### config.mk
export PLATFORM = sky130hd
export DESIGN_NAME = ysyx_ifu_fetch
export DESIGN_NICKNAME = d
export VERILOG_FILES = /design/src/rtl/ysyx_ifu_fetch.sv
export SDC_FILE = /design/constraint.sdc
export NUM_CORES = 1
export LEC_CHECK = 0
export ABC_AREA = 1
export BUFFER_PORTS_ARGS = -buffer_cell sky130_fd_sc_hd__clkbuf_2
export CAP_MARGIN = 25
export CORE_MARGIN = 2
export CORE_UTILIZATION = 55
export DETAILED_ROUTE_END_ITERATION = 10
export GPL_ROUTABILITY_DRIVEN = 0
export PLACE_DENSITY = 0.76
export SLEW_MARGIN = 20
export SYNTH_ARGS = -nofsm -noshare
export SYNTH_HDL_FRONTEND = slang
export SYNTH_SLANG_ARGS = --single-unit
### constraint.sdc
create_clock -name clk -period 15.1 [get_ports clk]
set_input_delay 3.02 -clock clk [delete_from_list [all_inputs] [get_ports clk]]
set_output_delay 3.02 -clock clk [all_outputs]
set_load 0.03 [all_outputs]
### src/rtl/ysyx_ifu_fetch.sv
// ysyx_ifu_fetch: in-order fetch, one outstanding bus read, QDEPTH-entry queue to decode; rsp_valid -> valid_o in 1 cycle.
// Fetch stalls when queue + in-flight reach QDEPTH or next_ready holds the head; YSYX_IFU_BYPASS_EN adds same-cycle bypass when empty.
module ysyx_ifu_fetch #(
  parameter int BIT_W = 32,
  parameter logic [BIT_W-1:0] RESET_PC = 32'h8000_0000,
  parameter int QDEPTH = 2,
  parameter int BR_CNT_W = 3
) (
  input  logic             clk,
  input  logic             rst,
  input  logic             flush,
  input  logic [BIT_W-1:0] flush_pc,
  input  logic             branch_retire,
  output logic             req_valid,
  output logic [BIT_W-1:0] req_addr,
  input  logic             req_ready,
  input  logic             rsp_valid,
  input  logic [31:0]      rsp_data,
  input  logic             rsp_err,
  output logic [31:0]      inst_o,
  output logic [BIT_W-1:0] pc_o,
  output logic             speculation_o,
  output logic             valid_o,
  input  logic             next_ready
);

  localparam int PTR_W = $clog2(QDEPTH);
  localparam int CNT_W = PTR_W + 1;
  localparam logic [31:0] EBREAK = 32'h0010_0073;

  typedef enum logic [1:0] {
    S_IDLE = 2'd0,
    S_REQ  = 2'd1,
    S_WAIT = 2'd2
  } state_t;

  state_t state, state_nxt;

  logic [BIT_W-1:0]    pc;
  logic [BIT_W-1:0]    req_pc;
  logic                drop;
  logic [BR_CNT_W-1:0] br_cnt;

  logic [31:0]      q_inst [QDEPTH];
  logic [BIT_W-1:0] q_pc   [QDEPTH];
  logic             q_spec [QDEPTH];
  logic [PTR_W-1:0] rd_ptr, wr_ptr;
  logic [CNT_W-1:0] count;

  logic        q_empty, q_pop, enq, deq, bypass;
  logic        rsp_take, rsp_spec, rsp_is_br, br_full, br_inc, br_dec;
  logic [31:0] rsp_inst;

  assign q_empty   = (count == '0);
  assign br_full   = &br_cnt;
  assign rsp_take  = (state == S_WAIT) && rsp_valid && !drop && !flush;
  assign rsp_inst  = rsp_err ? EBREAK : rsp_data;
  assign rsp_spec  = (br_cnt != '0);
  assign rsp_is_br = (rsp_inst[6:0] == 7'b1100011) || (rsp_inst[6:0] == 7'b1100111);

`ifdef YSYX_IFU_BYPASS_EN
  assign bypass = q_empty && rsp_take;
`else
  assign bypass = 1'b0;
`endif

  assign valid_o = (!q_empty || bypass) && !flush;
  assign deq     = valid_o && next_ready;
  assign q_pop   = deq && !q_empty;
  // A bypassed response taken by decode this cycle never occupies a slot.
  assign enq     = rsp_take && !(bypass && next_ready);
  assign br_inc  = rsp_take && rsp_is_br;
  assign br_dec  = branch_retire;

  assign req_addr = {req_pc[BIT_W-1:2], 2'b00};

  always_comb begin
    inst_o        = '0;
    pc_o          = '0;
    speculation_o = 1'b0;
    if (bypass) begin
      inst_o        = rsp_inst;
      pc_o          = req_pc;
      speculation_o = rsp_spec;
    end else if (!q_empty) begin
      inst_o        = q_inst[rd_ptr];
      pc_o          = q_pc[rd_ptr];
      speculation_o = q_spec[rd_ptr];
    end
  end

  always_comb begin
    state_nxt = state;
    req_valid = 1'b0;
    case (state)
      S_IDLE: begin
        if (!flush && (count < CNT_W'(QDEPTH)) && !br_full)
          state_nxt = S_REQ;
      end
      S_REQ: begin
        req_valid = 1'b1;
        if (req_ready)
          state_nxt = S_WAIT;
      end
      S_WAIT: begin
        if (rsp_valid)
          state_nxt = S_IDLE;
      end
      default: state_nxt = S_IDLE;
    endcase
  end

  always_ff @(posedge clk) begin
    if (rst) begin
      state  <= S_IDLE;
      pc     <= RESET_PC;
      req_pc <= RESET_PC;
      drop   <= 1'b0;
      br_cnt <= '0;
      rd_ptr <= '0;
      wr_ptr <= '0;
      count  <= '0;
    end else begin
      state <= state_nxt;
      if (state == S_IDLE && state_nxt == S_REQ)
        req_pc <= pc;

      // After a flush, pc already holds the redirect target; the stale request must not bump it.
      if (flush)
        pc <= flush_pc;
      else if (state == S_REQ && req_ready && !drop)
        pc <= pc + BIT_W'(4);

      if (flush)
        drop <= (state == S_REQ) || (state == S_WAIT && !rsp_valid);
      else if (state == S_WAIT && rsp_valid)
        drop <= 1'b0;

      if (flush)
        br_cnt <= '0;
      else if (br_inc && !br_dec && !br_full)
        br_cnt <= br_cnt + BR_CNT_W'(1);
      else if (!br_inc && br_dec && br_cnt != '0)
        br_cnt <= br_cnt - BR_CNT_W'(1);

      if (flush) begin
        rd_ptr <= '0;
        wr_ptr <= '0;
        count  <= '0;
      end else begin
        if (enq)
          wr_ptr <= wr_ptr + PTR_W'(1);
        if (q_pop)
          rd_ptr <= rd_ptr + PTR_W'(1);
        count <= count + CNT_W'(enq) - CNT_W'(q_pop);
      end
    end
  end

  always_ff @(posedge clk) begin
    if (enq) begin
      q_inst[wr_ptr] <= rsp_inst;
      q_pc[wr_ptr]   <= req_pc;
      q_spec[wr_ptr] <= rsp_spec;
    end
  end

endmodule
==> out/metrics.yaml, run 1 <==
status:
  status: "completed"
yosys:
  synth-simple-area-share_pct: 21.4
  synth-edff-count: 130
  avgSynthCellArea_sq_um: 9.10
  synthMuxAreaShare_pct: 0
  ys_ff_latch: 205
  synth.distinct_cells: 46
  synth_adder_area_share_pct: 0.616
  synth_ff_type: "edfxtp_1"
  synth_top_family_by_area: "simple AND/OR/NAND/NOR gates"
  synthCells: 1027
  synth_xor_area_share_pct: 0.830
  synth_top_area_share_pct: 41.8
  synth_top_area_cell: "edfxtp_1"
  synth.most_common_cell: "nand2_1"
  postSynth.asyncResetShare_pct: 0
  yosysSeqAreaShare_pct: 57.8
  synth-compound-area-share_pct: 10.6
  ys_top_cells_by_count: "258 x nand2_1, 130 x edfxtp_1, 113 x a21oi_1"
  synth_area_leaders: "edfxtp_1 42%, dfxtp_1 16%, nand2_1 10%"
  yosys_warnings: 0
  synth_area_sq_um: 9350
grt:
  track_usage_pct: 22.9
  overflow: 0
  antenna_found_initial: 0
  grt_pass1_vias: 6431
  grt_max_degree: 67
  grt_pass1_wl_microns: 33000
cts:
  cts_tree: "done"
  cts-root-buf: "clkbuf_16"
  holdBufCountCts: 0
  post-cts-setup-buffer-count: 0
  cts.sinks: 205
  cts_buffer_depth: 3
  ctsResizeCount: 0
  htreeDepth: 1
  clk_pin_slew_ns: 0.06
  insertion_delay_ns: 0.48
  numCtsBuffers: 21
place:
  dp_slack_ns: 8.05
  dpl.hpwl_microns: 14200
  port_buffers: 168
sta:
  setup_slack_ns: 8.06
  period_share_pct: 46.6
  setup_viol: 0
  skew_ns: 0.0114
  tns_ns: 0
  rsz0062_at_grt: "no"
  hold_viol_final: 0
  fmax_mhz: 142
  drv_slew: 0
  relSlewSlack_pct: 41.0
  worst_pin_slew_ns: 0.884
  period_minus_slack_ns: 7.04
die:
  chipWidth_microns: 134
  core_sq_um: 16600
  fp.dieArea_sq_um: 18100
  ios: 171
  initial_core_util_pct: 56.4
  num_rows: 47
  die_height_microns: 134
setup_path:
  cp_max_fo: 28
  cp_common_cell: "clkbuf_2"
  crit_family: "buffers and inverters"
  endpoint_kind: "output pin"
  cp_num_buf_inv: 2
  cp_data_required_time_ns: 12.08
  reg2reg_from: "count[1]$_SDFF_PP0_"
  path_cells: "clkbuf_2 > nor2_1 > clkbuf_2"
  critical_path_arrival_ns: 4.02
  startpoint: "flush"
  crit_slowest_cell: "clkbuf_2"
  cp-start-kind: "primary input"
  crit_type: "primary input to output pin"
  cpPeakStageDelay_ns: 0.43
finish:
  nFillCells: 1377
  finalNetCount: 1224
  syn_to_final_growth_pct: 15.2
  drive_above_1_share_pct: 22.4
  num_antenna_cells: 0
min_path:
  holdCritStartpoint: "req_pc[1]$_SDFFE_PP0P_"
  hold_path_class: "flip-flop to flip-flop"
routing:
  wire_per_inst_microns: 15.2
  dr_total_vias: 7109
  drt_first_pass_iters: 5
  avgViaCountPerCell: 5.15
  first_iter_violations: 580
  postRouteAntennaNets: 0
  drt-total-wl_microns: 21000
  drc: 0
pwr:
  cellPowerDensity_nw_per_um2: 114
  ir_drop_uv: 79.2
  p_total_w: 0.00123
  p_leak_nw: 4.51
flow_run:
  drv_cap: 0
[path summary, 6_finish.rpt]
check	cells after the start	slack (ns)	to
setup / recovery	3	8.06	valid_o
setup reg to reg	11	12.67	count[1]$_SDFF_PP0_
hold / removal	0	0.46	q_pc[0][1]$_DFFE_PP_
hold reg to reg	0	0.46	q_pc[0][1]$_DFFE_PP_
[cells by family (layout without fill, tap and decap cells)]
logic type                 after synthesis  after routing
DFF                                    205            205
and+or+nand+nor                        451            451
buffers and inverters                  172            305
adders and majority gates                4              4
other                                    1              2
AOI/OAI and AO/OA                      186            186
xor gates and xnor gates                 8              8
[final cells by class]
class | count | area, sq um | share of cell area [%]
flip-flops and latches | 205 | 5410 | 50.2
repair buffers | 173 | 891 | 8.27
inverters | 96 | 368 | 3.42
multi-input cells | 651 | 3160 | 29.3
clock inverters | 7 | 87.6 | 0.813
well taps | 220 | 275 | 2.56
clock buffers | 29 | 587 | 5.45
[layer usage]
| metal | share of wire [%] | up-vias | GRT usage, % |
|---|---|---|---|
| met2 | 46 | 267 | 36.6 |
| met4 | 2.3 | 0 | 6.49 |
| met3 | 6.7 | 33 | 3.17 |
| met1 | 45 | 3215 | 33.0 |
| met5 | 0 | - | 0 |
| li1 | - | 3594 | - |
[layout by cell type (no fill, tap or decap), types with 4 or more instances in the layout]
cell type | netlist | final
a21oi_1 | 113 | 113
a21oi_2 | 6 | 6
a31oi_1 | 8 | 8
buf_4 | 34 | 4
clkbuf_1 | 21 | 6
clkbuf_16 | 0 | 22
clkbuf_2 | 0 | 168
dfxtp_1 | 75 | 74
edfxtp_1 | 130 | 130
inv_1 | 90 | 89
inv_2 | 4 | 5
nand2_1 | 258 | 258
nand2_2 | 8 | 8
nand3_1 | 38 | 38
nand4_1 | 5 | 5
nor2_1 | 108 | 105
nor2_2 | 4 | 4
nor2_4 | 9 | 12
o21ai_0 | 43 | 43
o21ai_1 | 8 | 8
or2_2 | 5 | 5
xor2_1 | 6 | 6
[worst reg2reg max path: cells and delay by family (launching register included)]
kind | cells | cell delay, ns
buffers and inverters | 3 | 0.63
DFF | 1 | 0.36
adders and majority gates | 2 | 0.43
and+or+nand+nor | 4 | 0.70
xor gates and xnor gates | 1 | 0.13
AOI/OAI and AO/OA | 1 | 0.11
[metrics by stage]
| stage | instance area (sq um) | hold WS (ns) | utilization [%] | instances |
|---|---|---|---|---|
| 2_1_floorplan | 9350 | 0.420 | - | 1028 |
| 3_3_place_gp | 10100 | 0.438 | 60.8 | 1344 |
| 3_5_place_dp | 10100 | 0.446 | 60.9 | 1345 |
| 4_1_cts | 10800 | 0.452 | 64.9 | 1381 |
| 5_1_grt | 10800 | 0.475 | 64.9 | 1381 |
| 6_report | 10800 | 0.460 | 64.9 | 1381 |
[state kept, by name (all words and copies together), names as in the netlist, named ones only]
name	flops
q_inst	64
q_pc	64
pc	32
req_pc	32
br_cnt	3
count	2
q_spec	2
state	2
drop	1
rd_ptr	1
wr_ptr	1
[where the power goes]
part / switching [W] / internal [W] / leakage [nW] / total (W)
registers: 0.0000167 / 0.000612 / 1.80 / 0.000628
clock network: 0.000201 / 0.000306 / 0.328 / 0.000507
logic: 0.0000623 / 0.0000279 / 2.38 / 0.0000902
No activity file was read; power rests on OpenSTA's default activity.
==> run 2: changes to the inputs <==
- ABC_AREA: 1 -> 0
- PLACE_DENSITY: 0.76 -> 0.77
- clock period: 15.1 -> 7.3 ns (I/O delays scaled with it)
==> out/metrics.yaml, run 2 <==
pwr:
  p_leak_nw: 3.72  # was 4.51 nW
  cellPowerDensity_nw_per_um2: 234  # was 114 nW/um^2
  p_total_w: 0.00237  # was 0.00123 W
  ir_drop_uv: 132  # was 79.2 uV
yosys:
  yosys_warnings: 0  # unchanged
  yosysSeqAreaShare_pct: 61.8  # was 57.8%
  synth_area_sq_um: 8750  # was 9350 sq um
  synth.distinct_cells: 44  # was 46
  synthCells: 769  # was 1027
  ys_top_cells_by_count: "130 x edfxtp_1, 103 x nor2_1, 84 x nand2_1"  # was 258 x nand2_1, 130 x edfxtp_1, 113 x a21oi_1
  synth_area_leaders: "edfxtp_1 45%, dfxtp_1 17%, mux2i_1 8.0%"  # was edfxtp_1 42%, dfxtp_1 16%, nand2_1 10%
  synth.most_common_cell: "edfxtp_1"  # was nand2_1
  synth_top_area_share_pct: 44.6  # was 41.8%
  postSynth.asyncResetShare_pct: 0  # unchanged
  synth-edff-count: 130  # unchanged
  synth_top_area_cell: "edfxtp_1"  # unchanged
  ys_ff_latch: 205  # unchanged
  avgSynthCellArea_sq_um: 11.4  # was 9.10 sq um
  synth_ff_type: "edfxtp_1"  # unchanged
sta:
  drv_slew: 0  # unchanged
  rsz0062_at_grt: "no"  # unchanged
  skew_ns: 0.0155  # was 0.0114 ns
  period_minus_slack_ns: 3.83
  period_share_pct: 52.5
  setup_viol: 0  # unchanged
  fmax_mhz: 261
  hold_viol_final: 0  # unchanged
  relSlewSlack_pct: 37.7  # was 41.0%
  tns_ns: 0  # unchanged
  worst_pin_slew_ns: 0.935  # was 0.884 ns
grt:
  grt-busiest-layer: "met2"  # unchanged
  grt_pass1_vias: 5329  # was 6431
  grt_max_degree: 66  # was 67
  track_usage_pct: 19.7  # was 22.9%
  overflow: 0  # unchanged
  grt_pass1_wl_microns: 26400  # was 33000 microns
  use_met2_pct: 34.1  # was 36.6%
  grtUsageMet3_pct: 3.36  # was 3.17%
  antenna_found_initial: 1  # was 0
  use_met1_pct: 26.1  # was 33.0%
setup_path:
  cp_data_required_time_ns: 5.84  # was 12.08 ns
  reg2reg_from: "state[1]$_SDFF_PP0_"  # was count[1]$_SDFF_PP0_
  crit_type: "flip-flop to output pin"  # was primary input to output pin
  endpoint_kind: "output pin"  # unchanged
  cp-start-kind: "flip-flop"  # was primary input
  cp_max_fo: 43  # was 28
  critical_path_arrival_ns: 2.37  # was 4.02 ns
die:
  fp.dieArea_sq_um: 16900  # was 18100 sq um
  num_rows: 46  # was 47
  chipWidth_microns: 130  # was 134 microns
  initial_core_util_pct: 55.7  # was 56.4%
  ios: 171  # unchanged
  core_sq_um: 15700  # was 16600 sq um
  die_height_microns: 130  # was 134 microns
routing:
  dr_total_vias: 5827  # was 7109
  avgViaCountPerCell: 5.20  # was 5.15
  drt-total-wl_microns: 17100  # was 21000 microns
  drt_first_pass_iters: 5  # unchanged
  drc: 0  # unchanged
  wire_per_inst_microns: 15.3  # was 15.2 microns
  first_iter_violations: 331  # was 580
  postRouteAntennaNets: 0  # unchanged
finish:
  finalNetCount: 967  # was 1224
  layout_common_cells: "168 x clkbuf_2, 130 x edfxtp_1, 101 x nor2_1, 84 x nand2_1, 74 x dfxtp_1"  # was 258 x nand2_1, 168 x clkbuf_2, 130 x edfxtp_1, 113 x a21oi_1, 105 x nor2_1
  drive_above_1_share_pct: 24.1  # was 22.4%
  seq_area_sq_um: 5410  # about the same
  largestRegisters: "q_inst (64), q_pc (64)"  # unchanged
  nFillCells: 1255  # was 1377
  multi_input_area_sq_um: 2840  # was 3160 sq um
  syn_to_final_growth_pct: 15.5  # was 15.2%
  layout_commonest_cell: "clkbuf_2"  # was nand2_1
  num_antenna_cells: 0  # unchanged
cts:
  ctsResizeCount: 0  # unchanged
  numCtsBuffers: 21  # unchanged
  cts.sinks: 205  # unchanged
  cts_buffer_depth: 3  # unchanged
  cts_tree: "done"  # unchanged
  cts-root-buf: "clkbuf_16"  # unchanged
  htreeDepth: 1  # unchanged
  post-cts-setup-buffer-count: 0  # unchanged
  holdBufCountCts: 0  # unchanged
  insertion_delay_ns: 0.48  # about the same
  clk_pin_slew_ns: 0.06  # about the same
place:
  dpl.hpwl_microns: 11200  # was 14200 microns
  port_buffers: 168  # unchanged
min_path:
  hold_path_class: "flip-flop to flip-flop"  # unchanged
  holdCritStartpoint: "pc[1]$_SDFFE_PP0P_"  # was req_pc[1]$_SDFFE_PP0P_
status:
  status: "completed"  # unchanged
flow_run:
  drv_cap: 0  # unchanged
-- run 2: cell count changes after synthesis, sizes merged, moves of 23 or more --
cell / change
a21oi: -77
inv: -81
mux2i: +70
nand2: -185
nand3: -28
nor2b: +27
o21ai: -43
xnor2: +23
-- run 2: through the flow --
step | instances | setup slack (ns) | util [%] | hold WS [ns] | instance area (sq um)
floorplan | 770 | 1.87 | - | 0.425 | 8760
global placement | 1082 | 3.27 | 60.1 | 0.434 | 9450
detailed placement | 1084 | 3.04 | 60.4 | 0.442 | 9490
CTS | 1120 | 3.42 | 64.3 | 0.444 | 10100
global route | 1120 | 3.24 | 64.3 | 0.463 | 10100
finish | 1120 | 3.47 | 64.3 | 0.451 | 10100
-- run 2: worst paths after layout --
check | slack, ns | endpoint | cells past startpoint
worst max-delay path | 3.47 | pc_o[0] | 4
worst min-delay path | 0.45 | req_pc[1]$_SDFFE_PP0P_ | 2
worst max register to register | 4.86 | q_inst[0][0]$_DFFE_PP_ | 5
worst min register to register | 0.45 | req_pc[1]$_SDFFE_PP0P_ | 2
-- run 2: where the power goes --
group / switching (W) / internal (W) / total, W
registers: 0.0000253 / 0.00125 / 0.00128
clock network: 0.000394 / 0.000559 / 0.000954
logic: 0.0000815 / 0.0000519 / 0.000133
total: 0.000501 / 0.00186 / 0.00237
-- run 2: cell type report --
type	count	area share, %
clock buffers	32	5.90
inverters	15	0.557
repair buffers	175	9.11
multi-input cells	473	28.1
flip-flops and latches	205	53.5
well taps	216	2.67
clock inverters	4	0.173
-- run 2: per-layer routing --
metal	share of wire, %	wire length [microns]
met1	43	7310
met2	50	8500
met3	6.4	1090
met4	1.1	189
met5	0.076	13
-- run 2: critical path, stage by stage (launching register included) --
cell and delay, ns:
dfxtp_4 0.61, buf_4 0.68, mux2i_1 0.16, nor2_1 0.18
clkbuf_2 0.24
-- run 2: cells by family after synthesis --
kind of cell	after synthesis	share of synthesized area, %
xor gates and xnor gates	28	2.80
AOI/OAI and AO/OA	78	5.26
muxes	70	8.01
buffers and inverters	92	6.10
adders and majority gates	4	0.658
other	1	0.0428
DFF	205	61.8
and+or+nand+nor	291	15.4
==> run 3: changes to the inputs <==
- ABC_AREA: 0 -> 1
- CORE_UTILIZATION: 55 -> 50
- PLACE_DENSITY: 0.77 -> 0.73
- clock period: 7.3 -> 3.3 ns (I/O delays scaled with it)
==> out/metrics.yaml, run 3 (synthesis results as in run 1) <==
grt:
  overflow: 0  # unchanged
  track_usage_pct: 21.8  # was 19.7%
  antenna_found_initial: 0  # was 1
  grt_pass1_wl_microns: 34700  # was 26400 microns
  grt_max_degree: 67  # was 66
  grt_pass1_vias: 6653  # was 5329
sta:
  drv_slew: 0  # unchanged
  setup_viol: 0  # unchanged
  rsz0062_at_grt: "no"  # unchanged
  fmax_mhz: 353
  worst_pin_slew_ns: 0.916  # was 0.935 ns
  relSlewSlack_pct: 38.8  # was 37.7%
  skew_ns: 0.00894  # was 0.0155 ns
  period_share_pct: 85.8
  hold_viol_final: 0  # unchanged
  period_minus_slack_ns: 2.83
finish:
  drive_above_1_share_pct: 23.6  # was 24.1%
  largestRegisters: "q_inst (64), q_pc (64)"  # unchanged
  layout_common_cells: "258 x nand2_1, 168 x clkbuf_2, 130 x edfxtp_1, 113 x a21oi_1, 105 x nor2_1"  # was 168 x clkbuf_2, 130 x edfxtp_1, 101 x nor2_1, 84 x nand2_1, 74 x dfxtp_1
  final_cell_area_sq_um: 11000  # was 10100 sq um
  layout_commonest_cell: "nand2_1"  # was clkbuf_2
  num_antenna_cells: 0  # unchanged
  finalNetCount: 1231  # was 967
  syn_to_final_growth_pct: 17.5  # was 15.5%
  nFillCells: 1623  # was 1255
die:
  core_sq_um: 18500  # was 15700 sq um
  ios: 171  # unchanged
  initial_core_util_pct: 50.5  # was 55.7%
  num_rows: 50  # was 46
  die_height_microns: 141  # was 130 microns
  fp.dieArea_sq_um: 19800  # was 16900 sq um
  chipWidth_microns: 141  # was 130 microns
flow_run:
  drv_cap: 0  # unchanged
place:
  dpl_cell_area_sq_um: 10200  # was 9490 sq um
  port_buffers: 168  # unchanged
  dpl.hpwl_microns: 15000  # was 11200 microns
min_path:
  holdCritStartpoint: "flush_pc[1]"  # was pc[1]$_SDFFE_PP0P_
  holdPathEnd: "pc[1]$_SDFFE_PP0P_"  # was req_pc[1]$_SDFFE_PP0P_
  holdPathStages: 3  # was 2
  hold_path_class: "primary input to flip-flop"  # was flip-flop to flip-flop
cts:
  holdBufCountCts: 0  # unchanged
  cts.sinks: 205  # unchanged
  cts-root-buf: "clkbuf_16"  # unchanged
  numCtsBuffers: 22  # was 21
  cts_tree: "done"  # unchanged
  insertion_delay_ns: 0.49  # was 0.48 ns
  clk_pin_slew_ns: 0.06  # about the same
  htreeDepth: 1  # unchanged
  ctsResizeCount: 0  # unchanged
  post-cts-setup-buffer-count: 0  # unchanged
  cts_buffer_depth: 3  # unchanged
routing:
  first_iter_violations: 529  # was 331
  drt_first_pass_iters: 5  # unchanged
  avgViaCountPerCell: 5.18  # was 5.20
  drt-total-wl_microns: 21600  # was 17100 microns
  postRouteAntennaNets: 0  # unchanged
  wire_per_inst_microns: 15.4  # was 15.3 microns
  dr_total_vias: 7279  # was 5827
  drc: 0  # unchanged
pwr:
  cellPowerDensity_nw_per_um2: 530  # was 234 nW/um^2
  p_leak_nw: 4.61  # was 3.72 nW
  ir_drop_uv: 349  # was 132 uV
  p_total_w: 0.00582  # was 0.00237 W
setup_path:
  critical_path_arrival_ns: 2.17  # was 2.37 ns
  cp-start-kind: "flip-flop"  # unchanged
  cp_data_required_time_ns: 2.64  # was 5.84 ns
  reg2reg_depth: 11  # was 5
  reg2reg_from: "count[1]$_SDFF_PP0_"  # was state[1]$_SDFF_PP0_
  cp_max_fo: 44  # was 43
  endpoint_kind: "output pin"  # unchanged
  r2r-end: "count[1]$_SDFF_PP0_"  # was q_inst[0][0]$_DFFE_PP_
  r2r_setup_slack_ns: 1.21  # was 4.86 ns
  crit_type: "flip-flop to output pin"  # unchanged
status:
  status: "completed"  # unchanged
## run 3: changes by cell type in the layout (fill, tap and decap cells not counted), moves of 15 or more
cell | previous run | this run
inv_1 | 15 | 89
nand3_1 | 13 | 38
mux2i_1 | 70 | 0
nor2b_1 | 27 | 0
a21oi_1 | 42 | 113
nand2_1 | 84 | 258
nor3_1 | 17 | 2
a211oi_1 | 15 | 0
o21ai_0 | 9 | 43
xnor2_1 | 24 | 1
## run 3: cell type report
cell class                 count  area (sq um)  share of cell area (%)
inverter                      96           368                    3.35
clock inverter                 9          76.3                   0.695
multi-input combinational    651          3160                    28.7
sequential                   205          5410                    49.2
timing repair buffer         179           986                    8.98
clock buffer                  31           698                    6.36
tap                          234           293                    2.67
## run 3: routing by layer
metal  share of wire, %  global-route usage (%)  wire, microns
met2                 45                    33.8           9730
met4                2.5                    6.47            531
met1                 46                    32.4          10000
met3                6.4                    2.79           1380
met5                  0                       0              0
## run 3: worst max-delay path by stage
stage / slack [ns] / to / cells after the start / startpoint
finish: 0.47 / pc_o[20] / 4 / flip-flop
global route: 0.28 / inst_o[4] / 4 / flip-flop
detailed placement: 0.80 / count[1]$_SDFF_PP0_ / 11 / flush
CTS: 0.44 / inst_o[3] / 4 / flip-flop
global placement: 0.85 / count[1]$_SDFF_PP0_ / 11 / flush
floorplan: -0.05 / q_inst[1][0]$_DFFE_PP_ / 6 / flush
## run 3: worst max-delay path, stage by stage (launching register included)
cell and delay, ns:
dfxtp_2 0.60, buf_4 0.51, nand2_1 0.09, a21oi_1 0.22, clkbuf_2 0.24
## run 3: metrics by stage
step / instances / TNS [ns] / hold slack, ns / utilization (%) / setup WS [ns]
2_1_floorplan: 1028 / -5.81 / 0.420 / - / -0.0542
3_3_place_gp: 1365 / 0 / 0.434 / 55.1 / 0.847
3_5_place_dp: 1365 / 0 / 0.450 / 55.1 / 0.803
4_1_cts: 1405 / 0 / 0.375 / 59.3 / 0.440
5_1_grt: 1405 / 0 / 0.397 / 59.3 / 0.280
6_report: 1405 / 0 / 0.393 / 59.3 / 0.470
## run 3: power breakdown
part	switching [W]	leakage, nW	internal (W)
clock	0.000962	0.387	0.00156
sequential	0.0000771	1.80	0.00280
combinational	0.000293	2.42	0.000130
total	0.00133	4.61	0.00448
